--- src/rtl/i2s_pkg.sv ---
// ---------------------------------------------------------------------------
// i2s_pkg
// Shared definitions for the I2S transmit (i2s_tx) and receive (I2S_Serf)
// ends of the link: default geometry constants, the sample type and the
// left/right pair type moved across the sample handshake.
// ---------------------------------------------------------------------------
package i2s_pkg;

   localparam int I2S_DATA_BITS = 24;   // sample width per channel
   localparam int I2S_SLOT_BITS = 32;   // sclk periods per channel slot
   localparam int I2S_SCLK_DIV  = 8;    // clk cycles per sclk half-period

   typedef logic [I2S_DATA_BITS-1:0] i2s_sample_t;

   typedef struct packed {
      i2s_sample_t left;
      i2s_sample_t right;
   } i2s_pair_t;

endpackage

--- src/rtl/i2s_clk_gen.sv ---
// ---------------------------------------------------------------------------
// i2s_clk_gen
// Bit-clock divider for the I2S link. A counter runs 0..SCLK_DIV-1 and the
// sclk register toggles at terminal count, giving an sclk period of
// 2*SCLK_DIV clk with 50% duty.
//
// Ports:
//   clk        in   system clock
//   rst        in   synchronous, active-high reset (count=0, sclk=0)
//   I2S_sclk   out  registered serial bit clock
//   sclk_rise  out  1-clk strobe: sclk goes 0->1 on the coming clk edge
//   sclk_fall  out  1-clk strobe: sclk goes 1->0 on the coming clk edge
// ---------------------------------------------------------------------------
module i2s_clk_gen
   import i2s_pkg::*;
#(
   parameter int SCLK_DIV = I2S_SCLK_DIV
)(
   input  logic clk,
   input  logic rst,
   output logic I2S_sclk,
   output logic sclk_rise,
   output logic sclk_fall
);

   localparam int               CNT_W    = (SCLK_DIV > 1) ? $clog2(SCLK_DIV) : 1;
   localparam logic [CNT_W-1:0] CNT_LAST = CNT_W'(SCLK_DIV - 1);

   logic [CNT_W-1:0] div_cnt;
   logic             term_cnt;

   assign term_cnt = (div_cnt == CNT_LAST);

   // The strobes mark the clk cycle whose closing edge performs the toggle,
   // so logic clocked on the same edge updates together with sclk.
   assign sclk_rise = term_cnt & ~I2S_sclk;
   assign sclk_fall = term_cnt &  I2S_sclk;

   always_ff @(posedge clk) begin
      if (rst) begin
         div_cnt  <= '0;
         I2S_sclk <= 1'b0;
      end else if (term_cnt) begin
         div_cnt  <= '0;
         I2S_sclk <= ~I2S_sclk;
      end else begin
         div_cnt  <= div_cnt + 1'b1;
      end
   end

endmodule

--- src/rtl/i2s_tx.sv ---
// ---------------------------------------------------------------------------
// i2s_tx
// I2S (Philips format) master transmitter. Generates sclk/ws/data from clk
// and serializes left/right samples, MSB first, one bit after each ws edge.
// A one-deep holding register accepts pairs over a valid/ready handshake;
// at every frame start it is moved into the frame buffer that is shifted
// out. A frame start with no new pair raises underrun and repeats the last
// pair.
//
// Optional build macro:
//   I2S_TX_MUTE_ON_UNDERRUN_EN  - on underrun the frame buffer is cleared so
//                                 silence is sent instead of a repeated pair.
//
// Ports:
//   clk        in   system clock (only clock)
//   rst        in   synchronous, active-high reset
//   lft_in     in   left sample, two's complement
//   rght_in    in   right sample, two's complement
//   vld        in   sample pair valid
//   rdy        out  holding register empty (registered)
//   I2S_sclk   out  serial bit clock, period 2*SCLK_DIV clk
//   I2S_ws     out  word select, 0 = left, 1 = right
//   I2S_data   out  serial data, MSB first
//   frm_strt   out  1-clk pulse at each frame (left slot) start
//   underrun   out  1-clk pulse when a frame starts without a new pair
// ---------------------------------------------------------------------------
module i2s_tx
   import i2s_pkg::*;
#(
   parameter int SCLK_DIV  = I2S_SCLK_DIV,
   parameter int SLOT_BITS = I2S_SLOT_BITS,
   parameter int DATA_BITS = I2S_DATA_BITS
)(
   input  logic                 clk,
   input  logic                 rst,
   input  logic [DATA_BITS-1:0] lft_in,
   input  logic [DATA_BITS-1:0] rght_in,
   input  logic                 vld,
   output logic                 rdy,
   output logic                 I2S_sclk,
   output logic                 I2S_ws,
   output logic                 I2S_data,
   output logic                 frm_strt,
   output logic                 underrun
);

   localparam int              BC_W     = $clog2(2 * SLOT_BITS);
   localparam logic [BC_W-1:0] BC_LAST  = BC_W'(2 * SLOT_BITS - 1);
   localparam logic [BC_W-1:0] SLOT_LEN = BC_W'(SLOT_BITS);
   localparam logic [BC_W-1:0] DATA_LEN = BC_W'(DATA_BITS);

   // Bit clock
   logic sclk_fall;
   logic sclk_rise_unused;   // the transmitter only acts on falling edges

   i2s_clk_gen #(
      .SCLK_DIV (SCLK_DIV)
   ) u_clk_gen (
      .clk       (clk),
      .rst       (rst),
      .I2S_sclk  (I2S_sclk),
      .sclk_rise (sclk_rise_unused),
      .sclk_fall (sclk_fall)
   );

   // Slot position and next serial bit
   logic [BC_W-1:0]      bit_cnt;
   logic [BC_W-1:0]      bit_cnt_nxt;
   logic [BC_W-1:0]      slot_pos;
   logic [BC_W-1:0]      shift_amt;
   logic                 ws_nxt;
   logic                 data_nxt;
   logic [DATA_BITS-1:0] chan_word;
   logic [DATA_BITS-1:0] chan_shift;
   logic [DATA_BITS-1:0] fb_lft;
   logic [DATA_BITS-1:0] fb_rght;

   always_comb begin
      bit_cnt_nxt = (bit_cnt == BC_LAST) ? '0 : bit_cnt + 1'b1;
      ws_nxt      = (bit_cnt_nxt >= SLOT_LEN);
      slot_pos    = ws_nxt ? (bit_cnt_nxt - SLOT_LEN) : bit_cnt_nxt;
      chan_word   = ws_nxt ? fb_rght : fb_lft;
      // Position k in the slot carries bit [DATA_BITS-k]; shifting left by
      // k-1 brings that bit to the MSB. Position 0 is the Philips one-bit
      // delay after the ws edge and positions past DATA_BITS are padding.
      shift_amt   = slot_pos - 1'b1;
      chan_shift  = chan_word << shift_amt;
      data_nxt    = ((slot_pos != '0) && (slot_pos <= DATA_LEN)) ?
                    chan_shift[DATA_BITS-1] : 1'b0;
   end

   // Frame load happens on the fall that wraps bit_cnt to 0. During that
   // cycle slot_pos is 0, so the bit emitted never reads the buffer being
   // replaced.
   logic frame_load;
   assign frame_load = sclk_fall && (bit_cnt == BC_LAST);

   // Holding register
   logic                 hold_full;
   logic                 accept;
   logic [DATA_BITS-1:0] hold_lft;
   logic [DATA_BITS-1:0] hold_rght;

   assign rdy    = ~hold_full;
   assign accept = vld & ~hold_full;

   always_ff @(posedge clk) begin
      if (rst) begin
         bit_cnt   <= BC_LAST;
         I2S_ws    <= 1'b0;
         I2S_data  <= 1'b0;
         frm_strt  <= 1'b0;
         underrun  <= 1'b0;
         hold_full <= 1'b0;
         fb_lft    <= '0;
         fb_rght   <= '0;
      end else begin
         frm_strt <= 1'b0;
         underrun <= 1'b0;

         // Serial outputs only move on sclk falls so they are stable
         // across every rising edge seen by the receiver.
         if (sclk_fall) begin
            bit_cnt  <= bit_cnt_nxt;
            I2S_ws   <= ws_nxt;
            I2S_data <= data_nxt;
         end

         if (frame_load) begin
            frm_strt <= 1'b1;
            if (hold_full) begin
               fb_lft    <= hold_lft;
               fb_rght   <= hold_rght;
               hold_full <= 1'b0;
            end else begin
               underrun <= 1'b1;
`ifdef I2S_TX_MUTE_ON_UNDERRUN_EN
               fb_lft   <= '0;
               fb_rght  <= '0;
`endif
            end
         end

         // accept implies the holding register was empty, so it never
         // collides with the load branch above; a pair arriving on the
         // load cycle simply waits for the following frame.
         if (accept) begin
            hold_full <= 1'b1;
         end
      end
   end

   // Holding data needs no reset: it is only read while hold_full is set.
   always_ff @(posedge clk) begin
      if (accept) begin
         hold_lft  <= lft_in;
         hold_rght <= rght_in;
      end
   end

endmodule

--- config.mk ---
export PLATFORM = sky130hd
export DESIGN_NAME = i2s_tx
export DESIGN_NICKNAME = d
export VERILOG_FILES = /design/src/rtl/i2s_pkg.sv /design/src/rtl/i2s_clk_gen.sv /design/src/rtl/i2s_tx.sv
export SDC_FILE = /design/constraint.sdc
export NUM_CORES = 1
export LEC_CHECK = 0
export BUFFER_PORTS_ARGS = -buffer_cell sky130_fd_sc_hd__buf_2
export CAP_MARGIN = 20
export CORE_MARGIN = 2
export CORE_UTILIZATION = 61
export DETAILED_ROUTE_END_ITERATION = 8
export GPL_TIMING_DRIVEN = 0
export PLACE_DENSITY = 0.89
export SYNTH_ARGS = -nofsm -noshare
export SYNTH_HDL_FRONTEND = slang
export SYNTH_HIERARCHICAL = 1
export SYNTH_SLANG_ARGS = --single-unit
--- constraint.sdc ---
create_clock -name clk -period 7.5 [get_ports clk]
set_clock_uncertainty 0.1 [all_clocks]
set_input_delay 1.5 -clock clk [delete_from_list [all_inputs] [get_ports clk]]
set_output_delay 1.5 -clock clk [all_outputs]
set_load 0.02 [all_outputs]
# Word-level counts from Yosys, hierarchy flattened
# Index checks and enable logic that the tools add are counted.
# Widths: inputs -> output; s select.
dict set report op_classes {
  n_eq_ne 2
  order_cmp 2
  n_bitwise 5
  muxes 8
  n_reduce_logical 7
  n_addsub 4
  shift 1
}
# cell n
set op_table {}
lappend op_table {{$mux 24} 1}
lappend op_table {{$shl 24x6->24} 1}
lappend op_table {{$mux 6} 2}
lappend op_table {{$add 6x1->6 const B} 1}
lappend op_table {{$eq 6x6->1 const B} 1}
lappend op_table {{$ge 6x6->1 const B} 1}
lappend op_table {{$le 6x5->1 const B} 1}
lappend op_table {{$reduce_bool 6->1} 1}
lappend op_table {{$sub 6x1->6 const B} 1}
lappend op_table {{$sub 6x6->6 const B} 1}
lappend op_table {{$mux 1} 5}
lappend op_table {{$reduce_or 2->1} 2}
lappend op_table {{$add 3x1->3 const B} 1}
lappend op_table {{$eq 3x3->1 const B} 1}
lappend op_table {{$not 1->1} 3}
lappend op_table {{$and 1x1->1} 2}
lappend op_table {{$logic_and 1x1->1} 2}
lappend op_table {{$reduce_and 2->1} 1}
lappend op_table {{$reduce_bool 2->1} 1}
dict set report totals {
  regBits 111
  wordCells 41
  output_inout_bits 6
  in_bits 51
}

# Longest topological paths before layout
dict set report logic_depth {
  depth_word 7
  ltp_mapped 11
  mapped_depth_nobuf 9
}

# Hierarchy
# The synthesis kept the hierarchy.
# module cells_per_inst seq_area_each_um2 n_inst area_each_um2
set modules_own_cells {}
lappend modules_own_cells {i2s_tx 419 2622.5 1 4284.1}
lappend modules_own_cells {i2s_clk_gen 13 80.1 1 151.4}

# Least setup slack after synthesis
# Ideal clock, no wire load.
dict set report synth_path {
  path_kind {input -> register}
  start {input vld}
  end {register hold_lft[0] (enable)}
  setup_time_ps 459
  n_path_buf 0
  arrival_time_ps 3631
  path_stages 1
  path_slack_ps 3310
  required_ps 6941
  path_cell_list {nor2b_1}
}
dict set report synth_via {
  elab_chain_len 1
}
# item line
set synth_lines {}
lappend synth_lines {{start: declaration} i2s_tx.sv:38} ;# input logic vld,
lappend synth_lines {{$and 1x1->1} i2s_tx.sv:105} ;# assign accept = vld & ~hold_full;
lappend synth_lines {{end signal: assignment} i2s_tx.sv:156} ;# hold_lft <= lft_in;
lappend synth_lines {{end: declaration} i2s_tx.sv:101} ;# logic [DATA_BITS-1:0] hold_lft;
# No other way between the ends.
# A chain may end at the register's enable or synchronous reset.

# Worst setup path after layout
dict set report layout_path {
  start {register bit_cnt[1]}
  end {register I2S_data}
}
dict set report layout_via {
  elab_chain_len 7
  elab_cells_between_ends 13
  cone_classes {3 x add/sub; 2 x order compare; 1 x eq/ne; 1 x shift; 4 x mux; 2 x reduce/logical}
}
# item line
set layout_lines {}
lappend layout_lines {{start: declaration} i2s_tx.sv:67} ;# logic [BC_W-1:0] bit_cnt;
lappend layout_lines {{start signal: assignment} i2s_tx.sv:124} ;# bit_cnt <= bit_cnt_nxt;
lappend layout_lines {{$add 6x1->6 / $eq 6x6->1 (equally long branches)} i2s_tx.sv:79} ;# bit_cnt_nxt = (bit_cnt == BC_LAST) ? '0 : bit_cnt + 1'b1;
lappend layout_lines {{$mux 6 *} i2s_tx.sv:79}
lappend layout_lines {{$sub 6x6->6 / $ge 6x6->1 (equally long branches)} {i2s_tx.sv:81, i2s_tx.sv:80}}
lappend layout_lines {{$mux 6} i2s_tx.sv:81} ;# slot_pos = ws_nxt ? (bit_cnt_nxt - SLOT_LEN) : bit_cnt_nxt;
lappend layout_lines {{$sub 6x1->6, or another cell as far along} i2s_tx.sv:86} ;# shift_amt = slot_pos - 1'b1;
lappend layout_lines {{$shl 24x6->24 / $logic_and 1x1->1 (equally long branches)} {i2s_tx.sv:87, i2s_tx.sv:88}}
lappend layout_lines {{$mux 1 *} i2s_tx.sv:88} ;# data_nxt = ((slot_pos != '0) && (slot_pos <= DATA_LEN)) ?
lappend layout_lines {{end signal: assignment} i2s_tx.sv:126} ;# I2S_data <= data_nxt;
lappend layout_lines {{end: declaration} i2s_tx.sv:42} ;# output logic I2S_data,
# Every way passes the cells marked *; elsewhere a longest branch is shown, timed or not.

==> results.md <==
* Status: finished clean
* Longest Clk Path Bufs at 2
* Power per Cell Area at 207 mW/mm^2
* Syn-to-layout area delta at 14.3%
* FILL cells at 565
* Io pins at 57
* CP Launch Point: bit_cnt[1]$_SDFFE_PP1P_
* Slew Limit Headroom at 0.571
* Final hold vios at 0
* Static leakage at 0.00188 uW
* Crit share post-route at 0.380
* Critical path arrival at 3.00 ns
* Post-CTS resize count at 0
* Clock transition at the registers of the reported paths at 0.10 ns
* Post-Syn Area at 0.00443 sq mm
* Overflow after GRT at 0
* Antenna Cells at 0
* Mapped Cells at 431
* RSZ-0062 raised after global routing: false
* Initial Util at 0.621
* RR Startpoint: bit_cnt[1]$_SDFFE_PP1P_
* Drt total wl at 8.91 mm
* YS warnings at 6
* Syn_nets at 486
* DP HPWL at 6.60 mm
* Worst slew pin tran at 0.641 ns
* Vias per cell at 5.50
* TritonCTS clock tree: yes
* CP most frequent cell: a21oi_1
* # hold bufs at CTS at 0
* Vias in the first global route at 3111
* Layout cells sized above 1 at 0.181
* First-pass GRT wire length at 14.4 mm
* Worst path max stage delay at 0.52 ns
* H-tree depth at 3
* Num CTS Buffers at 9
* Vert. Die Dim at 89.2 microns
* Most frequent cells in the layout: nand2_1, dfxtp_1, buf_2
* Routed vias at 3317
* Row count at 31
* Worst min-delay path startpoint: u_clk_gen/div_cnt[0]$_SDFF_PP0_
* Max Clock Freq at 351 MHz
* Number of I/O port buffers at 56
* CP delay by family, top: compound AO/OA/AOI/OAI gates
* Startpoint types: register
* WL/cell at 14.8 microns
* Die Area at 0.00796 sq mm
* Kind of end point of the critical path: register
* Area of the multi-input gates at 0.00158 sq mm
* Met1 usage at 0.316
* Post-layout net count at 554
* Worst hold slack at 0.328 ns
* DIE WIDTH at 89.2 microns
* # clock sinks at 111
* Final ANT Viol Nets at 0
* Max-cap violations at 0
* Core ar. at 0.00714 sq mm
* Clk_lat worst skew at 0.38 ns
* CP max FO at 10
* Slowest stage cell, crit path: dfxtp_1
* Syn Area/Cell at 10.3 sq um
* CP Buf/Inv Count at 2
* Maximum vdd drop at 151 uV
* Minimum clock period at 2.85 ns
* CP required at 7.65 ns
* Hold Path Class: reg -> reg
* DRT iter0 DRCs at 251
* Reg area at 0.00270 sq mm
* CP Class: reg -> reg
* RePlAce Congestion at 0.915
* Leading cell type in the layout, fill and taps excluded: nand2_1
* Largest net degree at the start of global routing at 32
* # setup viols final at 0
* Fin Setup TNS at 0 ns
* Drt drc at 0
* First-pass iteration count of the detailed router at 5
* Critical path cell sequence: ha_1 -> a21oi_1 -> nor3b_2 -> or2_1 -> buf_6 -> buf_8 -> mux2_1 -> o22ai_1 -> a21oi_1 -> a211oi_1 -> o32ai_1
* GRT Total Usage at 0.244
* Postcts setup bufs at 0
* CTS root buffer: clkbuf_8
* Met3 Use GR at 0.0582
* Met2 usage at 0.399
* Max-slew violations at 0
* Antenna violations before repair at 0
* Busiest layer in global routing: met2
-- area by class of cell --
cell class | count | area share
Sequential cell | 111 | 0.534
Multi-Input combinational cell | 288 | 0.311
Timing Repair Buffer | 57 | 0.0593
Buffer | 29 | 0.0289
Clock buffer | 10 | 0.0252
Tap cell | 99 | 0.0245
Clock inverter | 6 | 0.0148
Inverter | 3 | 0.00222
-- stage by stage --
stage                util  std cells  total power, uW  worst slack, ns  area [sq um]
CTS                 0.710        603             1060             4.68          5060
global route        0.710        603             1090             4.42          5060
detailed placement  0.681        587              700             4.62          4860
global placement    0.677        586              696             2.58          4830
finish              0.710        603             1050             4.65          5060
floorplan               -        431              679             3.31          4430
-- report_power, final --
part	total, uW	internal [uW]	switching, uW	leakage, uW
clock	363	160	202	0.000105
combinational	31.1	13.9	17.1	0.000811
sequential	654	649	5.53	0.000966
total	1050	823	225	0.00188
-- per-layer routing --
metal / up-vias / wire [microns]
met5: - / 0
met4: 0 / 272
met3: 28 / 466
met2: 105 / 4290
met1: 1553 / 3880
li1: 1631 / -
-- state kept, by name (all words and copies together) (netlist names) --
signal / count
I2S_data: 1
I2S_ws: 1
bit_cnt: 6
fb_lft: 24
fb_rght: 24
frm_strt: 1
hold_full: 1
hold_lft: 24
hold_rght: 24
u_clk_gen/I2S_sclk: 1
u_clk_gen/div_cnt: 3
underrun: 1
-- final timing paths --
check,to,slack (ns),depth (start not counted)
hold reg to reg,u_clk_gen/div_cnt[0]$_SDFF_PP0_,0.33,1
setup reg to reg,I2S_data$_SDFFE_PP0P_,4.65,11
setup / recovery,I2S_data$_SDFFE_PP0P_,4.65,11
hold / removal,u_clk_gen/div_cnt[0]$_SDFF_PP0_,0.33,1
Power figures use the tool's default switching activity.
